$ cat config.mk
export PLATFORM = sky130hd
export DESIGN_NAME = wb_bram_port
export DESIGN_NICKNAME = d
export VERILOG_FILES = /design/src/rtl/wb_bram_port.sv
export SDC_FILE = /design/constraint.sdc
export NUM_CORES = 1
export LEC_CHECK = 0
export BUFFER_PORTS_ARGS = -buffer_cell sky130_fd_sc_hd__buf_2
export CAP_MARGIN = 10
export CORE_AREA = 2 2 122 124
export CTS_CLUSTER_SIZE = 20
export DETAILED_ROUTE_END_ITERATION = 7
export DIE_AREA = 0 0 124 126
export PLACE_DENSITY_LB_ADDON = 0.1
export SLEW_MARGIN = 10
export SYNTH_ARGS = -nofsm -noshare
export SYNTH_HDL_FRONTEND = slang
export SYNTH_SLANG_ARGS = --single-unit
$ cat constraint.sdc
create_clock -name CLK -period 5.4 [get_ports CLK]
set_input_delay 0.81 -clock CLK [delete_from_list [all_inputs] [get_ports CLK]]
set_output_delay 0.81 -clock CLK [all_outputs]
set_load 0.01 [all_outputs]
$ cat src/rtl/wb_bram_port.sv
// Wishbone pipelined slave in front of a 512x64 byte-writable synchronous RAM.
// An optional zero-fill pass runs after reset before the bus is served.
module wb_bram_port #(
  parameter int ADR_BITS = 29,
  parameter bit SCRUB    = 1'b1
) (
  input  logic                CLK,
  input  logic                RST_N,
  input  logic                wb_cyc,
  input  logic                wb_stb,
  input  logic                wb_we,
  input  logic [7:0]          wb_sel,
  input  logic [ADR_BITS-1:0] wb_adr,
  input  logic [63:0]         wb_dat_w,
  output logic [63:0]         wb_dat_r,
  output logic                wb_ack,
  output logic                wb_stall,
  output logic                ram_en,
  output logic [7:0]          ram_we,
  output logic [8:0]          ram_a,
  output logic [63:0]         ram_di,
  input  logic [63:0]         ram_do,
  output logic                init_done
);

  typedef enum logic {
    ST_INIT = 1'b0,
    ST_RUN  = 1'b1
  } state_t;

  state_t     state_reg, state_next;
  logic [8:0] cnt_reg, cnt_next;
  logic       ack_reg, ack_next;
  logic       init_done_reg, init_done_next;
  logic       accept;

  // Address bits above the RAM depth alias onto the same 512 words.
  generate
    if (ADR_BITS > 9) begin : g_adr_hi
      logic unused_adr_hi;
      assign unused_adr_hi = ^wb_adr[ADR_BITS-1:9];
    end
  endgenerate

  always_ff @(posedge CLK) begin
    if (!RST_N) begin
      state_reg     <= SCRUB ? ST_INIT : ST_RUN;
      cnt_reg       <= 9'd0;
      ack_reg       <= 1'b0;
      init_done_reg <= !SCRUB;
    end else begin
      state_reg     <= state_next;
      cnt_reg       <= cnt_next;
      ack_reg       <= ack_next;
      init_done_reg <= init_done_next;
    end
  end

  always_comb begin
    state_next     = state_reg;
    cnt_next       = cnt_reg;
    ack_next       = 1'b0;
    init_done_next = init_done_reg;
    accept         = 1'b0;
    ram_en         = 1'b0;
    ram_we         = 8'h00;
    ram_a          = cnt_reg;
    ram_di         = 64'd0;
    wb_stall       = 1'b1;
    case (state_reg)
      ST_INIT: begin
        ram_en = 1'b1;
        ram_we = 8'hFF;
        // Counter parks on 511; the last write hands over to RUN.
        if (cnt_reg == 9'd511) begin
          state_next     = ST_RUN;
          init_done_next = 1'b1;
        end else begin
          cnt_next = cnt_reg + 9'd1;
        end
      end
      ST_RUN: begin
        wb_stall = 1'b0;
        accept   = wb_cyc & wb_stb;
        ram_en   = accept;
        ram_a    = wb_adr[8:0];
        ram_di   = wb_dat_w;
        ram_we   = (accept & wb_we) ? wb_sel : 8'h00;
        ack_next = accept;
      end
      default: state_next = ST_RUN;
    endcase
    // Nothing reaches the RAM or the bus while reset is held.
    if (!RST_N) begin
      ram_en   = 1'b0;
      ram_we   = 8'h00;
      wb_stall = 1'b1;
    end
  end

  assign wb_ack    = ack_reg & wb_cyc & RST_N;
  assign wb_dat_r  = ram_do;
  assign init_done = init_done_reg;

endmodule

# == Word level (Yosys, flattened, before mapping) ==
# Index checks and enable logic that the tools add are counted.
# totals
register_bits,12
inputBits,170
out_inout_bits,149
elab_cells,26
# classes
n_addsub,1
n_eq_ne,1
n_mux,11
bitwise_logic,6
n_reduce_logical,3
# ops
cell,n
$mux W64,1
$mux W8,2
$pmux W8 S2,1
$add A9 B1 Y9 const B,1
$eq A9 B9 Y1 const B,1
$mux W9,1
$reduce_and A2 Y1,3
$mux W1,5
$and A1 B1 Y1,4
$not A1 Y1,2
$pmux W1 S2,1

# == Depth between registers and ports, before layout ==
# Gate-level depths: netlist of the first run.
# depth
word_depth,5
mapped_depth,8
depth_no_buf,7

# == Least setup slack after synthesis of the first run ==
# Ideal clock, no wire load.
# synth_timing
path_type,in2out
from,input wb_we
to,output ram_we[0]
t_arrival_ps,1423
required_ps,4590
slack_ps,3167
path_stages,4
path_buffers,1
cell_sequence,and3_1 -> clkbuf_1 -> a21oi_1 -> nor2_1
# synth_between
elab_chain_cells,4
# synth_rtl
item,line,rtl
start: declaration,11,"input logic wb_we,"
$and A1 B1 Y1,88,ram_we = (accept & wb_we) ? wb_sel : 8'h00;
$mux W8,88,
$pmux W8 S2,70,case (state_reg)
$mux W8,94,if (!RST_N) begin
end: declaration,19,"output logic [7:0] ram_we,"
# Every way passes these cells.

# == Final worst setup path of the first run ==
# layout_timing
from,input RST_N
to,output ram_we[0]
# layout_between
elab_chain_cells,1
# layout_rtl
item,line,rtl
start: declaration,8,"input logic RST_N,"
$mux W8,94,
# Every way passes these cells.

==> results of run 1 <==
logic make-up after synthesis:
group | synth area share (%)
flops | 14.77
buf+inv | 34.00
xor+xnor | 1.077
compound gates | 7.231
simple gates | 35.15
mux | 6.231
fa+ha+maj | 1.538
routing by layer:
layer	vias to the layer above	part of all wire (%)	track usage, %	wire length [um]
li1	854	-	-	-
met2	80	51	11.67	2816
met5	-	0	0	0
met1	741	39	7.127	2146
met4	0	0.42	1.124	23
met3	9	8.8	2.446	483
how the worst min path moves through the flow:
stage               startpoint  cells after the start    endpoint  slack (ps)
floorplan           cnt_reg[8]                      2  cnt_reg[8]         450
global placement     init_done                      2   init_done         450
detailed placement   init_done                      2   init_done         470
CTS                 cnt_reg[8]                      2  cnt_reg[8]         480
global route        cnt_reg[8]                      2  cnt_reg[8]         520
finish               init_done                      2   init_done         480
cell usage after synthesis (3+ instances only):
cell type  count
dfxtp_1       12
buf_4         64
nand3_1        3
a21oi_1       17
o31ai_1        3
and2_1        64
clkbuf_1      10
nand2_1        8
mux2_2         9
nor2_1        15
or4_1          3
power breakdown:
part	internal [mW]	leakage, nW	switching, mW
logic	0.0294	1.15	0.0182
clock network	0.0965	0.0370	0.0383
registers	0.0909	0.0978	0.00275
per-stage QoR:
stage	setup WS, ps	utilization (%)	power [mW]
floorplan	3167	-	0.1564
global placement	2851	15.17	0.1439
detailed placement	2854	15.17	0.1440
CTS	2853	15.69	0.2824
global route	2738	15.69	0.2926
finish	2897	15.69	0.2761
tightest hold or removal path, stage by stage, from the launching register on:
cell and delay [ps]:
dfxtp_1 330, a21oi_1 40, nor2_1 70
cell type report:
type / instances / area (um2) / area share (%)
Multi-Input combinational cell: 135 / 833.3 / 37.10
Tap cell: 184 / 230.2 / 10.25
Clock buffer: 3 / 75.07 / 3.343
Sequential cell: 12 / 241.5 / 10.75
Inverter: 2 / 7.507 / 0.3343
Timing Repair Buffer: 171 / 858.3 / 38.22
==> flow_metrics.py, run 1 <==
metrics = {
    "run_status": {
        "outcome": "complete, no violations",
    },
    "logic_synthesis": {
        "postSynth.asyncResetShare_pct": 0,
        "seq_area_frac_synth_pct": 14.77,
        "netlist-cell-type-count": 23,
        "avgSynthCellArea_um2": 7.197,
        "synth_edf_count": 0,
        "synth_area_leaders": "buf_4, and2_1, dfxtp_1",
        "synth_nets": 398,
        "synth_cells": 226,
        "synth_area_um2": 1627,
        "ys_ff_latch": 12,
        "yosys_warnings": 0,
        "synth-main-ff-cell": "dfxtp_1",
        "yosys.area.top_type_share_pct": 29.54,
        "synth_top_cell_by_area": "buf_4",
    },
    "sta": {
        "fin_crit_ps": 2503,
        "grt_setup_unrepaired": "false",
        "whs_ps": 477.7,
        "tns_ps": 0,
        "drv_slew": 0,
        "worst_pin_slew_ps": 683.6,
        "final_hold_viol_count": 0,
        "fin_skew_ps": 1.540,
        "fmax_ghz": 0.3995,
        "fin_crit_sh_pct": 46.36,
        "setup_violations": 0,
        "maxSlewHeadroom_pct": 54.37,
    },
    "clocking": {
        "worstSkewPairLatency_ps": 240,
        "post_cts_resized": 0,
        "cts_buffer_depth": 2,
        "postCtsSetupBuffers": 0,
        "root_buffer": "clkbuf_16",
        "holdBufCountCts": 0,
        "numCtsBuffers": 3,
        "cts_tree": "built",
        "cts.reportedPaths.clkPinSlew_ps": 40,
        "htreeDepth": 1,
        "clock_sinks": 12,
    },
    "setup_path": {
        "timing.rr.start": "cnt_reg[0]",
        "endpoint": "ram_we[0]",
        "r2r_cells": 7,
        "r2r-end": "cnt_reg[6]",
        "crit_family": "buffers and inverters",
        "path_max_fanout": 20,
        "setup.worst_path.start_class": "input port",
        "r2r_slack_ps": 3390,
        "path_class": "input port to primary output",
        "cp_num_buf_inv": 3,
        "end_kind": "primary output",
        "worstPathCellList": "buf_2, inv_1, nor2_1, buf_2",
        "arrival_ps": 1690,
        "crit_top_cell": "buf_2",
        "crit_slowest_cell": "inv_1",
        "required_ps": 4590,
        "crit_start": "RST_N",
        "cp.depth": 4,
        "critical_path.max_stage_delay_ps": 500,
    },
    "grt": {
        "track_usage_pct": 6.427,
        "gr-total-overflow": 0,
        "grt_pass1_vias": 1518,
        "grt_max_degree": 79,
        "antenna_found_initial": 0,
        "grt_pass1_wl_mm": 7.852,
    },
    "drt": {
        "routed_wl_mm": 5.470,
        "vias": 1684,
        "drtAntennaViolNets": 0,
        "drt-vias-per-instance": 3.321,
        "wl_per_cell_um": 10.79,
        "drcViolationCount": 0,
        "dr.pass1.iters": 4,
        "drtIter0Drc": 49,
    },
    "die": {
        "row_count": 44,
        "fp.dieArea_um2": 15620,
        "die_height_um": 126,
        "die_w_um": 124,
        "coreArea_um2": 14310,
        "io_pins": 319,
        "start_util_pct": 11.36,
    },
    "placement": {
        "place_hpwl_mm": 4.491,
        "dp.cells": 504,
        "gp_congestion": 0.6250,
        "placed_area_um2": 2171,
        "port_buffers": 170,
    },
    "finish": {
        "layout_commonest_cell": "buf_2",
        "largest_reg_flops": 9,
        "final_cells": 507,
        "area_growth_syn_to_layout_pct": 38.08,
        "drive_gt1_share_pct": 57.28,
        "num-fill-cells": 1665,
        "layout_common_cells": "buf_2, and2_1, a21oi_1",
        "fin_area_um2": 2246,
        "final_nets": 497,
        "antenna-diode-count": 0,
    },
    "worst_hold_path": {
        "hold_path.class": "flip-flop to flip-flop",
    },
    "job": {
        "cap_violations": 0,
    },
    "power": {
        "power_density_nw_per_um2": 122.9,
        "p_leak_nw": 1.288,
        "irDropWorstVdd_mv": 0.07891,
    },
}
(Power assumes the default switching activity.)
==> run 2: changes to the inputs <==
--- a/config.mk
+++ b/config.mk
@@ -7,10 +7,10 @@
 export LEC_CHECK = 0
 export BUFFER_PORTS_ARGS = -buffer_cell sky130_fd_sc_hd__buf_2
 export CAP_MARGIN = 10
-export CORE_AREA = 2 2 122 124
+export CORE_AREA = 2 2 123 125
 export CTS_CLUSTER_SIZE = 20
 export DETAILED_ROUTE_END_ITERATION = 7
-export DIE_AREA = 0 0 124 126
+export DIE_AREA = 0 0 125 127
 export PLACE_DENSITY_LB_ADDON = 0.1
 export SLEW_MARGIN = 10
 export SYNTH_ARGS = -nofsm -noshare
==> constraint.sdc (replaced) <==
create_clock -name CLK -period 2.19 [get_ports CLK]
set_input_delay 0.3285 -clock CLK [delete_from_list [all_inputs] [get_ports CLK]]
set_output_delay 0.3285 -clock CLK [all_outputs]
set_load 0.01 [all_outputs]
==> run 2 against run 1 <==
Worst hold slack got worse by 130 ps. Flip-flop and latch count is the same. Register-to-register slack got worse by 3200 ps. Setup slack worse by 2700 ps. Die area increased by 1.6%. Final area is 2.0% higher. Critical path depth is 3 higher. Clock-buffer cell count increased by 1. Utilization increased by 0.18 points. Cell count increased by 0.99%. Critical endpoint is now cnt_reg[6]. Largest power group unchanged.
==> flow_metrics.py, run 2 (synthesized netlist as in run 1, its figures left out) <==
metrics = {
    "run_status": {
        "outcome": "complete, no violations",
    },
    "finish": {
        "multi_input_area_um2": 833.3,
        "final_nets": 501,
        "area_growth_syn_to_layout_pct": 40.77,
        "drive_gt1_share_pct": 57.93,
        "layout_common_cells": "buf_2, and2_1, a21oi_1",
        "layout_commonest_cell": "buf_2",
        "num-fill-cells": 1693,
        "largest_reg_flops": 9,
        "antenna-diode-count": 0,
        "regArea_um2": 241.5,
        "final_cells": 512,
    },
    "power": {
        "p_leak_nw": 1.317,
        "power.switching_mw": 0.1544,
        "irDropWorstVdd_mv": 0.2942,
        "p_total_mw": 0.7287,
        "power_density_nw_per_um2": 318.3,
        "seq_power_share_pct": 31.5,
        "clkPwrFrac_pct": 52.1,
        "power_frac_comb_pct": 16.4,
        "internal-power_mw": 0.5743,
        "swShare_pct": 21.19,
    },
    "sta": {
        "tns_ps": 0,
        "fin_skew_ps": 1.647,
        "drv_slew": 0,
        "fmax_ghz": 0.5073,
        "final_hold_viol_count": 0,
        "grt_setup_unrepaired": "false",
        "setup_violations": 0,
        "maxSlewHeadroom_pct": 77.82,
        "fin_crit_sh_pct": 90.01,
        "worst_slack_ps": 218.7,
        "worst_pin_slew_ps": 332.4,
        "fin_crit_ps": 1971,
        "whs_ps": 351.4,
    },
    "setup_path": {
        "path_max_fanout": 12,
        "required_ps": 2360,
        "end_kind": "flip-flop",
        "r2r_slack_ps": 220,
        "setup.worst_path.start_class": "flip-flop",
        "path_class": "flip-flop to flip-flop",
        "r2r-end": "cnt_reg[6]",
        "timing.rr.start": "cnt_reg[0]",
        "r2r_cells": 7,
        "arrival_ps": 2140,
    },
    "clocking": {
        "holdBufCountCts": 0,
        "htreeDepth": 1,
        "clock_sinks": 12,
        "cts.reportedPaths.clkPinSlew_ps": 50,
        "post_cts_resized": 0,
        "worstSkewPairLatency_ps": 240,
        "root_buffer": "clkbuf_16",
        "numCtsBuffers": 3,
        "postCtsSetupBuffers": 0,
        "cts_tree": "built",
        "cts_buffer_depth": 2,
    },
    "die": {
        "die_height_um": 127,
        "start_util_pct": 11.28,
        "row_count": 44,
        "fp.dieArea_um2": 15880,
        "coreArea_um2": 14420,
        "io_pins": 319,
        "die_w_um": 125,
    },
    "grt": {
        "track_usage_pct": 6.556,
        "grt_max_degree": 27,
        "grt_pass1_vias": 1556,
        "antenna_found_initial": 0,
        "gr-total-overflow": 0,
        "grt_pass1_wl_mm": 8.411,
    },
    "placement": {
        "gp_congestion": 0.6607,
        "port_buffers": 170,
        "dp.cells": 508,
        "dp_slack_ps": 224.2,
        "place_hpwl_mm": 4.845,
    },
    "job": {
        "cap_violations": 0,
    },
    "worst_hold_path": {
        "hold_start": "wb_stb",
        "hold_depth": 3,
        "min_to": "ack_reg",
        "hold_path.class": "input port to flip-flop",
    },
    "drt": {
        "drt-vias-per-instance": 3.291,
        "drcViolationCount": 0,
        "routed_wl_mm": 5.796,
        "drtIter0Drc": 57,
        "dr.pass1.iters": 4,
        "wl_per_cell_um": 11.32,
        "vias": 1685,
        "drtAntennaViolNets": 0,
    },
}
==> run 2: changes by cell type in the layout (fill, tap and decap cells not counted), sizes merged <==
cell	change
clkbuf	+1
buf	+4
==> run 2: critical path, cell delays in order, from the launching register on <==
cell and delay (ps):
dfxtp_1 350, ha_1 250, nand3_1 90, nor2_1 50, ha_1 230, or2_4 300, or4_1 510, a21oi_1 140
==> run 2: final cells by class <==
class,count,area share [%]
clock buffer,4,3.880
inverter,2,0.3279
multi-input combinational,135,36.39
sequential,12,10.55
tap,184,10.05
timing repair buffer,175,38.80
==> run 2: how the worst max path moves through the flow <==
stage,start,end,slack [ps],cells after the start
2_1_floorplan,cnt_reg[0],cnt_reg[7],320,8
3_3_place_gp,cnt_reg[0],cnt_reg[6],230,7
3_5_place_dp,cnt_reg[0],cnt_reg[6],220,7
4_1_cts,cnt_reg[0],cnt_reg[6],210,7
5_1_grt,cnt_reg[0],cnt_reg[5],100,7
6_report,cnt_reg[0],cnt_reg[6],220,7
==> run 2: stage by stage <==
step           cell area [um2]  utilization, %
6_report                  2290           15.87
5_1_grt                   2290           15.87
4_1_cts                   2290           15.87
3_5_place_dp              2201           15.26
3_3_place_gp              2201           15.26
2_1_floorplan             1627               -
==> run 2: per-layer routing <==
metal	global-route usage, %	part of all wire, %
met1	6.940	36
met2	12.21	54
met3	2.178	7.9
met4	2.222	2.1
met5	0	0
==> run 2: power groups by stage <==
stage	clock [mW]	sequential, mW	combinational [mW]
final	0.379	0.230	0.120
after global routing	0.407	0.230	0.135
after CTS	0.398	0.230	0.122
after detailed placement	0	0.234	0.122
after global placement	0	0.234	0.121
after floorplan	0	0.232	0.153
==> run 3: changes to the inputs <==
--- a/config.mk
+++ b/config.mk
@@ -7,11 +7,12 @@
 export LEC_CHECK = 0
 export BUFFER_PORTS_ARGS = -buffer_cell sky130_fd_sc_hd__buf_2
 export CAP_MARGIN = 10
-export CORE_AREA = 2 2 123 125
+export CORE_AREA = 2 2 124 126
+export CTS_BUF_LIST = sky130_fd_sc_hd__clkbuf_4 sky130_fd_sc_hd__clkbuf_8
 export CTS_CLUSTER_SIZE = 20
 export DETAILED_ROUTE_END_ITERATION = 7
-export DIE_AREA = 0 0 125 127
-export PLACE_DENSITY_LB_ADDON = 0.1
+export DIE_AREA = 0 0 126 128
+export PLACE_DENSITY_LB_ADDON = 0.15
 export SLEW_MARGIN = 10
 export SYNTH_ARGS = -nofsm -noshare
 export SYNTH_HDL_FRONTEND = slang
==> run 3 against run 2 <==
Setup slack improved by 31 ps. First-iteration DRC count down 70%. Utilization down 0.76 points. Non-clock buffer count down 2. Clock skew increased by 6.5 ps. Critical path depth stayed put. Final area fell by 1.9%. Cell count rose by 0.39%. Global-route usage up 0.40 points. Sequential share of layout area up 0.21 points. Routed wire length is 9.1% higher. Register-to-register slack improved by 30 ps. Critical path type unchanged. Largest cell class unchanged. Largest power group unchanged. Highest routed layer unchanged.
==> flow_metrics.py, run 3 (synthesized netlist as in run 1, its figures left out) <==
metrics = {
    "finish": {
        "antenna-diode-count": 0,
        "layout_commonest_cell": "buf_2",
        "final_util_pct": 15.11,
        "final_cells": 514,
        "drive_gt1_share_pct": 57.67,
        "layout_common_cells": "buf_2, and2_1, a21oi_1",
        "num-fill-cells": 1732,
        "area_growth_syn_to_layout_pct": 38.08,
        "final_nets": 499,
        "largest_reg_flops": 9,
    },
    "setup_path": {
        "r2r_slack_ps": 250,
        "r2r_cells": 7,
        "timing.rr.start": "cnt_reg[0]",
        "path_class": "flip-flop to flip-flop",
        "path_max_fanout": 12,
        "crit_top_cell": "ha_1",
        "cp_num_buf_inv": 0,
        "crit_family": "simple AND/OR/NAND/NOR gates",
        "crit_start": "cnt_reg[0]",
        "end_kind": "flip-flop",
        "crit_slowest_cell": "or4_1",
        "critical_path.max_stage_delay_ps": 510,
        "required_ps": 2370,
        "setup.worst_path.start_class": "flip-flop",
        "arrival_ps": 2120,
        "worstPathCellList": "ha_1, nand3_1, nor2_1, ha_1, or2_4, or4_1, a21oi_1",
        "r2r-end": "cnt_reg[6]",
    },
    "sta": {
        "grt_setup_unrepaired": "false",
        "maxSlewHeadroom_pct": 76.39,
        "fin_crit_sh_pct": 88.60,
        "worst_slack_ps": 249.8,
        "final_hold_viol_count": 0,
        "fmax_ghz": 0.5154,
        "setup_violations": 0,
        "worst_pin_slew_ps": 354.1,
        "tns_ps": 0,
        "fin_crit_ps": 1940,
        "drv_slew": 0,
        "fin_skew_ps": 8.141,
    },
    "run_status": {
        "outcome": "complete, no violations",
    },
    "die": {
        "row_count": 45,
        "die_w_um": 126,
        "die_height_um": 128,
        "coreArea_um2": 14860,
        "io_pins": 319,
        "start_util_pct": 10.94,
        "fp.dieArea_um2": 16130,
    },
    "clocking": {
        "post_cts_resized": 0,
        "numCtsBuffers": 3,
        "root_buffer": "clkbuf_8",
        "holdBufCountCts": 0,
        "cts_tree": "built",
        "htreeDepth": 1,
        "cts.reportedPaths.clkPinSlew_ps": 70,
        "clock_sinks": 12,
        "postCtsSetupBuffers": 0,
        "cts_buffer_depth": 2,
        "worstSkewPairLatency_ps": 250,
    },
    "drt": {
        "vias": 1747,
        "dr.pass1.iters": 3,
        "routed_wl_mm": 6.321,
        "wl_per_cell_um": 12.30,
        "drtIter0Drc": 17,
        "drtAntennaViolNets": 0,
        "drt-vias-per-instance": 3.399,
        "drcViolationCount": 0,
    },
    "worst_hold_path": {
        "hold_path.class": "input port to flip-flop",
        "hold_start": "wb_stb",
        "hold_depth": 3,
        "min_to": "ack_reg",
    },
    "placement": {
        "port_buffers": 170,
        "place_hpwl_mm": 5.425,
        "dp_slack_ps": 249.0,
        "dp.cells": 510,
        "gp_congestion": 0.7301,
    },
    "grt": {
        "grt_pass1_wl_mm": 8.873,
        "met1_usage_pct": 7.516,
        "use_met2_pct": 12.24,
        "gr-total-overflow": 0,
        "grt_max_degree": 53,
        "antenna_found_initial": 2,
        "grt_busiest_layer": "met2",
        "grt_pass1_vias": 1602,
        "met3_usage_pct": 2.003,
        "track_usage_pct": 6.960,
    },
    "job": {
        "cap_violations": 0,
    },
    "power": {
        "irDropWorstVdd_mv": 0.1458,
        "p_leak_nw": 1.290,
        "power_density_nw_per_um2": 269.0,
    },
}
-- run 3: cell types whose count changed in the layout (fill, tap and decap cells not counted) --
cell       before  now
clkbuf_8        1    4
clkbuf_16       3    0
buf_4           5    3
-- run 3: metrics by stage --
step	hold slack [ps]	total power, mW	cell area [um2]
detailed placement	485.1	0.3553	2191
finish	348.2	0.6041	2246
floorplan	451.1	0.3855	1627
CTS	340.0	0.6136	2246
global placement	486.5	0.3541	2191
global route	358.9	0.6358	2246
-- run 3: cell type report --
cell class / count / area [um2] / share of cell area (%)
sequential: 12 / 241.5 / 10.75
inverter: 2 / 7.507 / 0.3343
timing repair buffer: 173 / 873.3 / 38.89
multi-input combinational: 135 / 833.3 / 37.10
clock buffer: 4 / 55.05 / 2.451
tap: 188 / 235.2 / 10.47
-- run 3: layer usage --
layer	vias to the layer above	share of wire (%)
met1	754	37
li1	855	-
met4	0	3.8
met3	34	9.3
met2	104	50
met5	-	0
-- run 3: power breakdown --
part / switching [mW] / total (mW) / leakage (nW) / internal, mW
Combinational: 0.0461 / 0.120 / 1.16 / 0.0739
Sequential: 0.00568 / 0.229 / 0.0978 / 0.223
Clock: 0.0960 / 0.255 / 0.0288 / 0.159
Total: 0.148 / 0.604 / 1.29 / 0.456
-- run 3: worst max path at each step --
stage | to | slack, ps | cells after the start
2_1_floorplan | cnt_reg[7] | 320 | 8
3_3_place_gp | cnt_reg[6] | 240 | 7
3_5_place_dp | cnt_reg[6] | 250 | 7
4_1_cts | cnt_reg[6] | 240 | 7
5_1_grt | cnt_reg[6] | 130 | 7
6_report | cnt_reg[6] | 250 | 7
-- run 3: worst register-to-register path, delay by kind of cell (launching register included) --
kind | cells | cell delay (ps)
compound gates | 1 | 150
fa+ha+maj | 2 | 460
flops | 1 | 340
simple gates | 4 | 930
